**config.mk**
```make
export PLATFORM = sky130hd
export DESIGN_NAME = vid_mem_arbiter
export DESIGN_NICKNAME = d
export VERILOG_FILES = /design/src/rtl/vid_pkg.sv /design/src/rtl/vid_mem_arbiter.sv
export SDC_FILE = /design/constraint.sdc
export NUM_CORES = 1
export LEC_CHECK = 0
export CORE_UTILIZATION = 29
export DETAILED_ROUTE_END_ITERATION = 10
export SLEW_MARGIN = 5
export SYNTH_ARGS = -nofsm -noshare
export SYNTH_HDL_FRONTEND = slang
export SYNTH_SLANG_ARGS = --single-unit
```
**constraint.sdc**
```tcl
create_clock -name clk -period 4.08 [get_ports clk]
set_clock_uncertainty 0.1 [all_clocks]
set_input_delay 0.816 -clock clk [delete_from_list [all_inputs] [get_ports clk]]
set_output_delay 0.816 -clock clk [all_outputs]
set_load 0.005 [all_outputs]
```
**src/rtl/vid_pkg.sv**
```systemverilog
`default_nettype none
// ============================================================================
//  Module      : vid_pkg
//  Description : Shared defaults and encodings for the video/main SRAM arbiter.
//  Revision    : 1.0 - initial release
// ============================================================================
package vid_pkg;

   localparam int VID_ADR_W   = 18;
   localparam int VID_DATA_W  = 32;
   localparam int VID_ACC_CYC = 2;

   typedef enum logic [1:0] {
      ST_IDLE = 2'd0,
      ST_ACC  = 2'd1,
      ST_DONE = 2'd2
   } state_e;

   typedef enum logic [0:0] {
      OWN_CPU = 1'b0,
      OWN_VID = 1'b1
   } owner_e;

endpackage
`default_nettype wire

```
**src/rtl/vid_mem_arbiter.sv**
```systemverilog
`default_nettype none
// ============================================================================
//  Module      : vid_mem_arbiter
//  Description : Single-port SRAM arbiter; display refill has priority over CPU.
//  Revision    : 1.0 - initial release
// ============================================================================
module vid_mem_arbiter
   import vid_pkg::*;
#(
   parameter int ADR_W   = VID_ADR_W,
   parameter int DATA_W  = VID_DATA_W,
   parameter int ACC_CYC = VID_ACC_CYC
) (
   input  logic              clk,
   input  logic              rst,
   input  logic              cpu_req,
   input  logic              cpu_we,
   input  logic [ADR_W-1:0]  cpu_adr,
   input  logic [DATA_W-1:0] cpu_wdata,
   input  logic [3:0]        cpu_be,
   output logic              cpu_ack,
   output logic [DATA_W-1:0] cpu_rdata,
   input  logic              vid_req,
   input  logic [ADR_W-1:0]  vid_adr,
   output logic              vid_valid,
   output logic [DATA_W-1:0] vid_data,
   output logic              vid_ovf,
   output logic [ADR_W-1:0]  sram_adr,
   output logic [DATA_W-1:0] sram_wdata,
   output logic              sram_oe_d,
   output logic              sram_we,
   output logic [3:0]        sram_be,
   input  logic [DATA_W-1:0] sram_rdata
);

   localparam int               CNT_W  = $clog2(ACC_CYC);
   localparam logic [CNT_W-1:0] C_LAST = CNT_W'(ACC_CYC - 1);

   state_e            state_q, state_d;
   owner_e            owner_q, owner_d;
   logic              wr_q, wr_d;
   logic [CNT_W-1:0]  cnt_q, cnt_d;
   logic              pend_q, pend_d;
   logic [ADR_W-1:0]  pend_adr_q, pend_adr_d;
   logic              ovf_q, ovf_d;
   logic [ADR_W-1:0]  adr_q, adr_d;
   logic [DATA_W-1:0] wdata_q, wdata_d;
   logic [3:0]        be_q, be_d;
   logic              oe_q, oe_d;
   logic              we_q, we_d;
   logic              ack_q, ack_d;
   logic [DATA_W-1:0] cpu_rdata_q, cpu_rdata_d;
   logic              vvalid_q, vvalid_d;
   logic [DATA_W-1:0] vid_data_q, vid_data_d;
   logic              grant_vid, grant_cpu;

   always_ff @(posedge clk) begin
      if (rst) begin
         state_q     <= ST_IDLE;
         owner_q     <= OWN_CPU;
         wr_q        <= 1'b0;
         cnt_q       <= '0;
         pend_q      <= 1'b0;
         pend_adr_q  <= '0;
         ovf_q       <= 1'b0;
         adr_q       <= '0;
         wdata_q     <= '0;
         be_q        <= '0;
         oe_q        <= 1'b0;
         we_q        <= 1'b0;
         ack_q       <= 1'b0;
         cpu_rdata_q <= '0;
         vvalid_q    <= 1'b0;
         vid_data_q  <= '0;
      end else begin
         state_q     <= state_d;
         owner_q     <= owner_d;
         wr_q        <= wr_d;
         cnt_q       <= cnt_d;
         pend_q      <= pend_d;
         pend_adr_q  <= pend_adr_d;
         ovf_q       <= ovf_d;
         adr_q       <= adr_d;
         wdata_q     <= wdata_d;
         be_q        <= be_d;
         oe_q        <= oe_d;
         we_q        <= we_d;
         ack_q       <= ack_d;
         cpu_rdata_q <= cpu_rdata_d;
         vvalid_q    <= vvalid_d;
         vid_data_q  <= vid_data_d;
      end
   end

   always_comb begin
      state_d     = state_q;
      owner_d     = owner_q;
      wr_d        = wr_q;
      cnt_d       = cnt_q;
      pend_d      = pend_q;
      pend_adr_d  = pend_adr_q;
      ovf_d       = ovf_q | (vid_req & pend_q);
      adr_d       = adr_q;
      wdata_d     = wdata_q;
      be_d        = be_q;
      oe_d        = oe_q;
      we_d        = we_q;
      ack_d       = 1'b0;
      cpu_rdata_d = cpu_rdata_q;
      vvalid_d    = 1'b0;
      vid_data_d  = vid_data_q;
      grant_vid   = 1'b0;
      grant_cpu   = 1'b0;

      // A refill not granted this cycle is parked; a newer one overwrites it.
      if (vid_req) begin
         pend_d     = 1'b1;
         pend_adr_d = vid_adr;
      end

      case (state_q)
         ST_IDLE, ST_DONE: begin
            grant_vid = vid_req | pend_q;
            // The DONE cycle of a CPU access still sees the old cpu_req level.
            grant_cpu = !grant_vid && cpu_req &&
                        !(state_q == ST_DONE && owner_q == OWN_CPU);
            oe_d = 1'b0;
            we_d = 1'b0;
            if (grant_vid) begin
               pend_d  = 1'b0;
               state_d = ST_ACC;
               owner_d = OWN_VID;
               wr_d    = 1'b0;
               cnt_d   = '0;
               adr_d   = vid_req ? vid_adr : pend_adr_q;
               be_d    = 4'hF;
            end else if (grant_cpu) begin
               state_d = ST_ACC;
               owner_d = OWN_CPU;
               wr_d    = cpu_we;
               cnt_d   = '0;
               adr_d   = cpu_adr;
               be_d    = cpu_we ? cpu_be : 4'hF;
               wdata_d = cpu_wdata;
               oe_d    = cpu_we;
               we_d    = cpu_we;
            end else begin
               state_d = ST_IDLE;
            end
         end
         ST_ACC: begin
            if (cnt_q == C_LAST) begin
               state_d = ST_DONE;
               oe_d    = 1'b0;
               we_d    = 1'b0;
               if (owner_q == OWN_CPU) begin
                  ack_d = 1'b1;
                  if (!wr_q) cpu_rdata_d = sram_rdata;
               end else begin
                  vvalid_d   = 1'b1;
                  vid_data_d = sram_rdata;
               end
            end else begin
               cnt_d = cnt_q + 1'b1;
               // Strobe drops for the final cycle to give the SRAM data hold.
               we_d  = wr_q && ((int'(cnt_q) + 1) < (ACC_CYC - 1));
            end
         end
         default: state_d = ST_IDLE;
      endcase
   end

   assign cpu_ack    = ack_q;
   assign cpu_rdata  = cpu_rdata_q;
   assign vid_valid  = vvalid_q;
   assign vid_data   = vid_data_q;
   assign vid_ovf    = ovf_q;
   assign sram_adr   = adr_q;
   assign sram_wdata = wdata_q;
   assign sram_oe_d  = oe_q;
   assign sram_we    = we_q;
   assign sram_be    = be_q;

endmodule
`default_nettype wire

```
After elaboration in Yosys (flattened, before gate mapping)
Index checks and enable logic that the tools add are counted.
- bits in read-only memories: 0
- flip-flop bits (word level): 147
- memory bits (writable): 0
- logic and storage cells: 76
- input bits: 109
- output and inout bits: 123
- memories kept: 0
- latch bits: 0
- equal/unequal tests: 4
- divide/modulo/power cells: 0
- reductions and logical operators: 17
- order comparisons: 1
- shift-type cells: 0
- bitwise gates (word level): 8
- mux-type cells: 28
- $add $sub $neg: 2
- multipliers: 0
- operator list (cell ; count):
    two-way mux 18 bit ; 3
    two-way mux 1 bit ; 17
    two-way mux 4 bit ; 3
    case mux 1 bit (2 select lines) ; 3
    AND reduction 2 bit ; 3
    AND reduction 3 bit ; 2
    inverter 1 bit ; 5
    logical AND 1 bit ; 4
    case mux 2 bit (2 select lines) ; 1
    AND reduction 4 bit ; 1
    nonzero test 2 bit ; 2
    != test 3 bit (second input constant) ; 1
    OR reduction 3 bit ; 1
    adder 1 x 1 -> 2 bit (second input constant) ; 1
    == test 2 x 1 -> 1 bit (second input constant) ; 1
    == test 2 bit (second input constant) ; 1
    zero test 1 bit ; 2
    zero test 2 bit ; 1
    < comparator 2 x 1 -> 1 bit (second input constant) ; 1
    two-way mux 2 bit ; 1
    != test 2 bit (second input constant) ; 1
    bitwise OR 1 bit ; 2
    OR reduction 2 bit ; 1
    adder 1 bit (second input constant) ; 1
    bitwise AND 1 bit ; 1

Logic depth before layout (Yosys ltp)
Gate-level depths: netlist of run 1.
- depth after elaboration: 7
- mapped depth: 6
- mapped depth without buffers: 3

Least setup slack after synthesis of run 1
OpenSTA, ideal clock, no wires.
- path type: in2reg
- start point: in vid_req
- end point: reg wdata_q[10], in the netlist sram_wdata[10]
- slack: 2.061 ns
- arrival: 1.786 ns
- library setup time: 0.132 ns
- stages: 6
- buffers on the path: 3
- required time: 3.848 ns
- cells stage by stage: buf_6 or2_2 buf_2 buf_6 o31ai_1 a21oi_1
- word-level cells in the longest chain between the ends: 5
- elaborated cells between the ends (all ways): 6
- classes of those cells: bitwise (2); reduce/logical (4)
- RTL lines (item ; line ; RTL):
    start, declared ; vid_mem_arbiter.sv:23 ; input logic vid_req,
    bitwise OR 1 bit (*) ; vid_mem_arbiter.sv:123 ; grant_vid = vid_req | pend_q;
    zero test 1 bit ; vid_mem_arbiter.sv:125 ; grant_cpu = !grant_vid && cpu_req &&
    logical AND 1 bit (2 in a row) ; vid_mem_arbiter.sv:125 ;
    AND reduction 3 bit (no source line) (*) ; n/a ;
    end signal, assigned ; vid_mem_arbiter.sv:84 ; wdata_q <= wdata_d;
    end, declared ; vid_mem_arbiter.sv:47 ; logic [DATA_W-1:0] wdata_q, wdata_d;
Every way passes the cells marked *; elsewhere a longest branch is shown, timed or not.
A chain may end at the register's enable or synchronous reset.

Worst setup path in the final report of run 1
- start point: in cpu_req
- end point: reg we_q, in the netlist sram_we
- word-level cells in the longest chain between the ends: 5
- RTL lines (item ; line ; RTL):
    start, declared ; vid_mem_arbiter.sv:16 ; input logic cpu_req,
    logical AND 1 bit (2 in a row) ; vid_mem_arbiter.sv:125 ;
    two-way mux 1 bit ; vid_mem_arbiter.sv:137 ; end else if (grant_cpu) begin
    two-way mux 1 bit ; vid_mem_arbiter.sv:129 ; if (grant_vid) begin
    case mux 1 bit (2 select lines) ; vid_mem_arbiter.sv:121 ; case (state_q)
    end signal, assigned ; vid_mem_arbiter.sv:87 ; we_q <= we_d;
    end, declared ; vid_mem_arbiter.sv:50 ; logic we_q, we_d;
No other way between the ends.

==> results.py, run 1 <==
metrics = {
    "route": {
        "route.detailed.drc": 0,
        "vias": 5701,
        "routed_wl_um": 19300,
        "drt-initial-drc-count": 311,
        "drtAntennaViolNets": 0,
        "wl_per_cell_um": 16.9,
        "via_per_inst": 4.99,
        "dr.pass1.iters": 5,
    },
    "global_routing": {
        "grt_usage_pct": 17.9,
        "gr-total-overflow": 0,
        "grt_pass1_wl_um": 30600,
        "grt-busiest-layer": "met2",
        "use_met3_pct": 5.63,
        "antenna_found_initial": 0,
        "grt_pass1_vias": 5668,
        "met1_usage_pct": 22.5,
        "use_met2_pct": 29.2,
        "grt_start_max_net_pins": 147,
    },
    "floorplan": {
        "die_h_um": 146,
        "die_w_um": 146,
        "row_count": 52,
        "dieArea_um2": 21300,
        "core-area_um2": 20300,
        "pin_count": 232,
        "initial_utilization_pct": 29.6,
    },
    "clock_tree": {
        "clk_path_buf_depth": 2,
        "clock_sinks": 147,
        "cts_made_buffers": 17,
        "cts_setup_buffers": 0,
        "cts_tree": "done",
        "cts_root_buf": "clkbuf_16",
        "clkLatencyLatePin_ns": 0.42,
        "cts_htree_levels": 4,
        "path_clk_slew_ns": 0.06,
        "ctsHoldBuffers": 0,
        "ctsResizeCount": 0,
    },
    "worst_setup_path": {
        "critPathRequiredTime_ns": 4.32,
        "worstPathCellList": "clkdlybuf4s50_1 > nand2b_2 > buf_4 > or3_4 > a21oi_1",
        "cp.arrival_ns": 2.53,
        "crit_buf_inv": 2,
        "critical-path-top-delay-family": "buffers and inverters",
        "crit_path_max_fanout": 30,
        "critical_path_class": "in -> reg",
        "start_kind": "input pin",
        "critPathCaptureType": "register",
        "slowest_delay_ns": 0.49,
        "critPathSlowestCell": "clkdlybuf4s50_1",
    },
    "cells_and_area": {
        "area_growth_pct": 49.6,
        "most-common-layout-cells": "229 x clkdlybuf4s50_1, 147 x dfxtp_1, 106 x a21oi_1, 67 x nand2_1, 50 x o31ai_1",
        "drive_gt1_share_pct": 8.14,
        "fin_cells": 1142,
        "fillers": 1984,
        "diodes": 0,
        "layout.cells.most_common": "clkdlybuf4s50_1",
        "nets": 969,
    },
    "timing": {
        "min_period_over_period_pct": 56.1,
        "fin_setup_tns_ns": 0,
        "rsz0062_at_grt": "no",
        "worst_pin_slew_ns": 0.922,
        "hold_viol_final": 0,
        "max_freq_mhz": 437,
        "setup_viol": 0,
        "relSlewSlack_pct": 38.5,
        "slew_violations": 0,
        "period_needed_ns": 2.29,
    },
    "pwr": {
        "peakVddDrop_mv": 0.263,
        "power_density_nw_per_um2": 389,
        "p_total_mw": 3.50,
        "power_leakage_nw": 3.06,
    },
    "logic_synthesis": {
        "yosys_warnings": 0,
        "netlist-cell-type-count": 35,
        "synth.avg_cell_area_um2": 8.94,
        "async_reset_ff_share_pct": 0,
        "synthFlopType": "dfxtp_1",
        "synth_area_leader_cell": "dfxtp_1",
        "netlist_instances": 673,
        "ys_ff_latch": 147,
        "synth.top_cell.area_share_pct": 48.9,
        "syn-num-nets": 782,
        "synth_edf_count": 0,
        "ys_seq_area_share_pct": 48.9,
        "synth_area_leaders": "dfxtp_1 49%, a21oi_1 8.8%, o31ai_1 6.2%",
        "netlist_area_um2": 6020,
    },
    "place": {
        "place_inst": 1111,
        "place_hpwl_um": 12300,
        "numPortBuffers": 231,
        "place.gp.congestion": 0.753,
    },
    "flow_run": {
        "maxCapViolations": 0,
    },
    "run_status": {
        "outcome": "finished clean",
    },
    "min_path": {
        "hold_path_class": "reg -> reg",
    },
}
-- layout make-up --
| cell class | count | area [µm²] | area share [%] |
|---|---|---|---|
| clock inverter | 8 | 76.3 | 0.848 |
| clock buffer | 23 | 488 | 5.42 |
| timing repair buffer | 244 | 2410 | 26.8 |
| sequential | 147 | 2940 | 32.7 |
| tap | 270 | 338 | 3.75 |
| multi-input combinational | 448 | 2730 | 30.4 |
| inverter | 2 | 7.51 | 0.0834 |
-- sequential cells by signal, summed over array words and instances, names as in the netlist --
signal and cells:
vid_ovf 1, sram_wdata 32, state_q 2, sram_oe_d 1
cpu_ack 1, cnt_q 1, wr_q 1, cpu_rdata 32
pend_q 1, pend_adr_q 18, vid_data 32, owner_q 1
sram_be 4, vid_valid 1, sram_adr 18, sram_we 1
-- worst paths after layout --
check / from / cells past startpoint / slack, ns / end
setup / recovery: cpu_req / 5 / 1.79 / sram_we
hold / removal: vid_data[23] / 2 / 0.35 / vid_data[23]
setup reg to reg: pend_q / 4 / 1.83 / sram_be[2]
hold reg to reg: vid_data[23] / 2 / 0.35 / vid_data[23]
-- logic make-up after synthesis --
group / Yosys count / share of synthesized area [%]
and+or+nand+nor: 178 / 14.3
buffers and inverters: 78 / 6.01
DFF: 147 / 48.9
AOI/OAI and AO/OA: 222 / 22.5
muxes: 48 / 8.30
-- power by group --
part           internal, mW  leakage (nW)  switching (mW)  total [mW]
Clock                 0.899         0.271           0.595        1.49
Combinational         0.248          1.59           0.228       0.476
Sequential             1.50          1.20          0.0392        1.54
Total                  2.64          3.06           0.862        3.50
-- routing by layer --
| layer | share of wire [%] | up-vias |
|---|---|---|
| met2 | 47 | 178 |
| met5 | 0 | - |
| met4 | 1.7 | 0 |
| met3 | 7.2 | 16 |
| met1 | 44 | 2675 |
| li1 | - | 2832 |
-- through the flow --
stage	util (%)	area, µm²	worst slack, ns	hold slack [ns]
final	44.3	9000	1.79	0.353
after floorplan	-	6020	2.06	0.350
after CTS	44.3	9000	1.81	0.355
after detailed placement	41.6	8440	1.38	0.347
after global placement	41.6	8440	1.40	0.342
after global routing	44.3	9000	1.64	0.373
-- tightest hold or removal path, stage by stage, from the launching register on --
cell     delay (ns)
dfxtp_1        0.31
nand2_1        0.05
a21oi_1        0.05
-- synthesized netlist by cell type (all sizes together) (8+ instances only) --
master   number
mux2i        33
a211oi        8
nand4        32
nor2         25
buf          39
nand3        34
mux2         15
o31ai        50
nand2        67
o2111ai      18
o21ai        33
clkbuf       37
dfxtp       147
a21oi       107
Note: power is estimated with default switching activity, not from simulation.
==> run 2: changes to the inputs <==
==> constraint.sdc (replaced) <==
create_clock -name clk -period 2.1 [get_ports clk]
set_clock_uncertainty 0.1 [all_clocks]
set_input_delay 0.42 -clock clk [delete_from_list [all_inputs] [get_ports clk]]
set_output_delay 0.42 -clock clk [all_outputs]
set_load 0.005 [all_outputs]
==> run 2 against run 1 <==
  * Cell count rose by 0.96%
  * Register-to-register slack got worse by 1.4 ns
  * Combinational power grew 110%
  * Core utilization increased by 0.83 points
  * Hold slack lost 0.095 ns
  * Global-route usage up 0.46 points
  * Critical endpoint is now sram_we
  * Highest routed layer unchanged
==> results.py, run 2 (synthesis gave the netlist of run 1 again) <==
metrics = {
    "worst_setup_path": {
        "startpoint": "sram_we",
        "critPathCaptureType": "primary output",
        "cp.depth": 1,
        "r2r_end": "sram_wdata[27]",
        "reg2reg_from": "state_q[1]",
        "critPathCapture": "sram_we",
        "critPathSlowestCell": "clkdlybuf4s50_1",
        "slowest_delay_ns": 0.56,
        "r2r_setup_slack_ns": 0.41,
        "start_kind": "register",
        "worstPathCellList": "clkdlybuf4s50_1",
        "ff2ff_path_depth": 4,
        "critical-path-top-delay-family": "buffers and inverters",
        "crit_buf_inv": 1,
        "cp.arrival_ns": 1.33,
        "critPathRequiredTime_ns": 1.58,
        "critical_path_class": "reg -> out",
        "crit_path_max_fanout": 2,
    },
    "clock_tree": {
        "clk_path_buf_depth": 2,
        "ctsHoldBuffers": 0,
        "cts_setup_buffers": 0,
        "clkLatencyLatePin_ns": 0.42,
        "cts_made_buffers": 17,
        "cts_tree": "done",
        "clock_sinks": 147,
        "path_clk_slew_ns": 0.06,
        "ctsResizeCount": 0,
        "cts_root_buf": "clkbuf_16",
        "cts_htree_levels": 4,
    },
    "flow_run": {
        "maxCapViolations": 0,
    },
    "route": {
        "maxUsedRoutingLayer": "met4",
        "wl_met1_um": 8760,
        "drt-initial-drc-count": 364,
        "dr.pass1.iters": 5,
        "via_per_inst": 4.99,
        "vias": 5757,
        "route.met2.wl_um": 9230,
        "routed_wl_um": 19500,
        "wl_per_cell_um": 16.9,
        "route.detailed.drc": 0,
        "route.met3.wl_um": 1230,
        "drtAntennaViolNets": 0,
    },
    "pwr": {
        "peakVddDrop_mv": 0.531,
        "power_leakage_nw": 3.15,
        "power_density_nw_per_um2": 750,
        "p_total_mw": 6.88,
    },
    "cells_and_area": {
        "nets": 979,
        "stdcell_area_um2": 9170,
        "most-common-layout-cells": "229 x clkdlybuf4s50_1, 147 x dfxtp_1, 106 x a21oi_1, 67 x nand2_1, 50 x o31ai_1",
        "area_growth_pct": 52.4,
        "diodes": 0,
        "drive_gt1_share_pct": 9.40,
        "layout.cells.most_common": "clkdlybuf4s50_1",
    },
    "place": {
        "numPortBuffers": 231,
        "place.gp.congestion": 0.744,
        "place_ws_ns": 0.155,
        "place_hpwl_um": 12600,
        "dpl_cell_area_um2": 8600,
    },
    "timing": {
        "worst_pin_slew_ns": 0.651,
        "layout_setup_ws_ns": 0.253,
        "max_freq_mhz": 541,
        "setup_viol": 0,
        "min_period_over_period_pct": 88.0,
        "slew_violations": 0,
        "period_needed_ns": 1.85,
        "fin_setup_tns_ns": 0,
        "rsz0062_at_grt": "no",
        "relSlewSlack_pct": 56.6,
        "hold_viol_final": 0,
    },
    "floorplan": {
        "row_count": 52,
        "die_h_um": 146,
        "dieArea_um2": 21300,
        "die_w_um": 146,
        "initial_utilization_pct": 29.6,
        "pin_count": 232,
        "core-area_um2": 20300,
    },
    "run_status": {
        "outcome": "finished clean",
    },
    "global_routing": {
        "gr-total-overflow": 0,
        "grt_start_max_net_pins": 77,
        "antenna_found_initial": 0,
        "grt_pass1_vias": 5640,
        "grt_pass1_wl_um": 31200,
        "grt_usage_pct": 18.4,
    },
    "min_path": {
        "hold_path_class": "in -> reg",
        "hold-path-cell-count": 3,
    },
}
## run 2: where the power goes
part / total [mW] / switching (mW) / internal, mW / leakage (nW)
combinational: 0.976 / 0.456 / 0.519 / 1.67
sequential: 2.98 / 0.0715 / 2.91 / 1.20
clock: 2.93 / 1.20 / 1.73 / 0.285
## run 2: stage by stage
stage               hold WS (ns)  instances  util [%]
CTS                        0.243       1153      45.2
floorplan                  0.350        673         -
detailed placement         0.346       1121      42.4
finish                     0.258       1153      45.2
global placement           0.341       1121      42.4
global route               0.265       1153      45.2
## run 2: worst min path at each step
| stage | startpoint | end | slack, ns |
|---|---|---|---|
| 6_report | vid_req | pend_adr_q[16] | 0.26 |
| 3_3_place_gp | vid_data[14] | vid_data[14] | 0.34 |
| 3_5_place_dp | vid_data[15] | vid_data[15] | 0.35 |
| 2_1_floorplan | pend_adr_q[14] | pend_adr_q[14] | 0.35 |
| 5_1_grt | vid_req | pend_adr_q[16] | 0.26 |
| 4_1_cts | vid_req | pend_adr_q[16] | 0.24 |
## run 2: cell type report
type                            instances  area [µm²]
Clock inverter                          7        45.0
Tap cell                              270         338
Fill cell                            2011       11100
Clock buffer                           25         526
Inverter                                2        7.51
Sequential cell                       147        2940
Timing Repair Buffer                  254        2580
Multi-Input combinational cell        448        2730
## run 2: routing by layer
metal	vias up	GRT usage, %
met5	-	0
met4	0	5.36
met1	2718	24.0
met3	20	5.66
met2	178	29.1
li1	2841	-
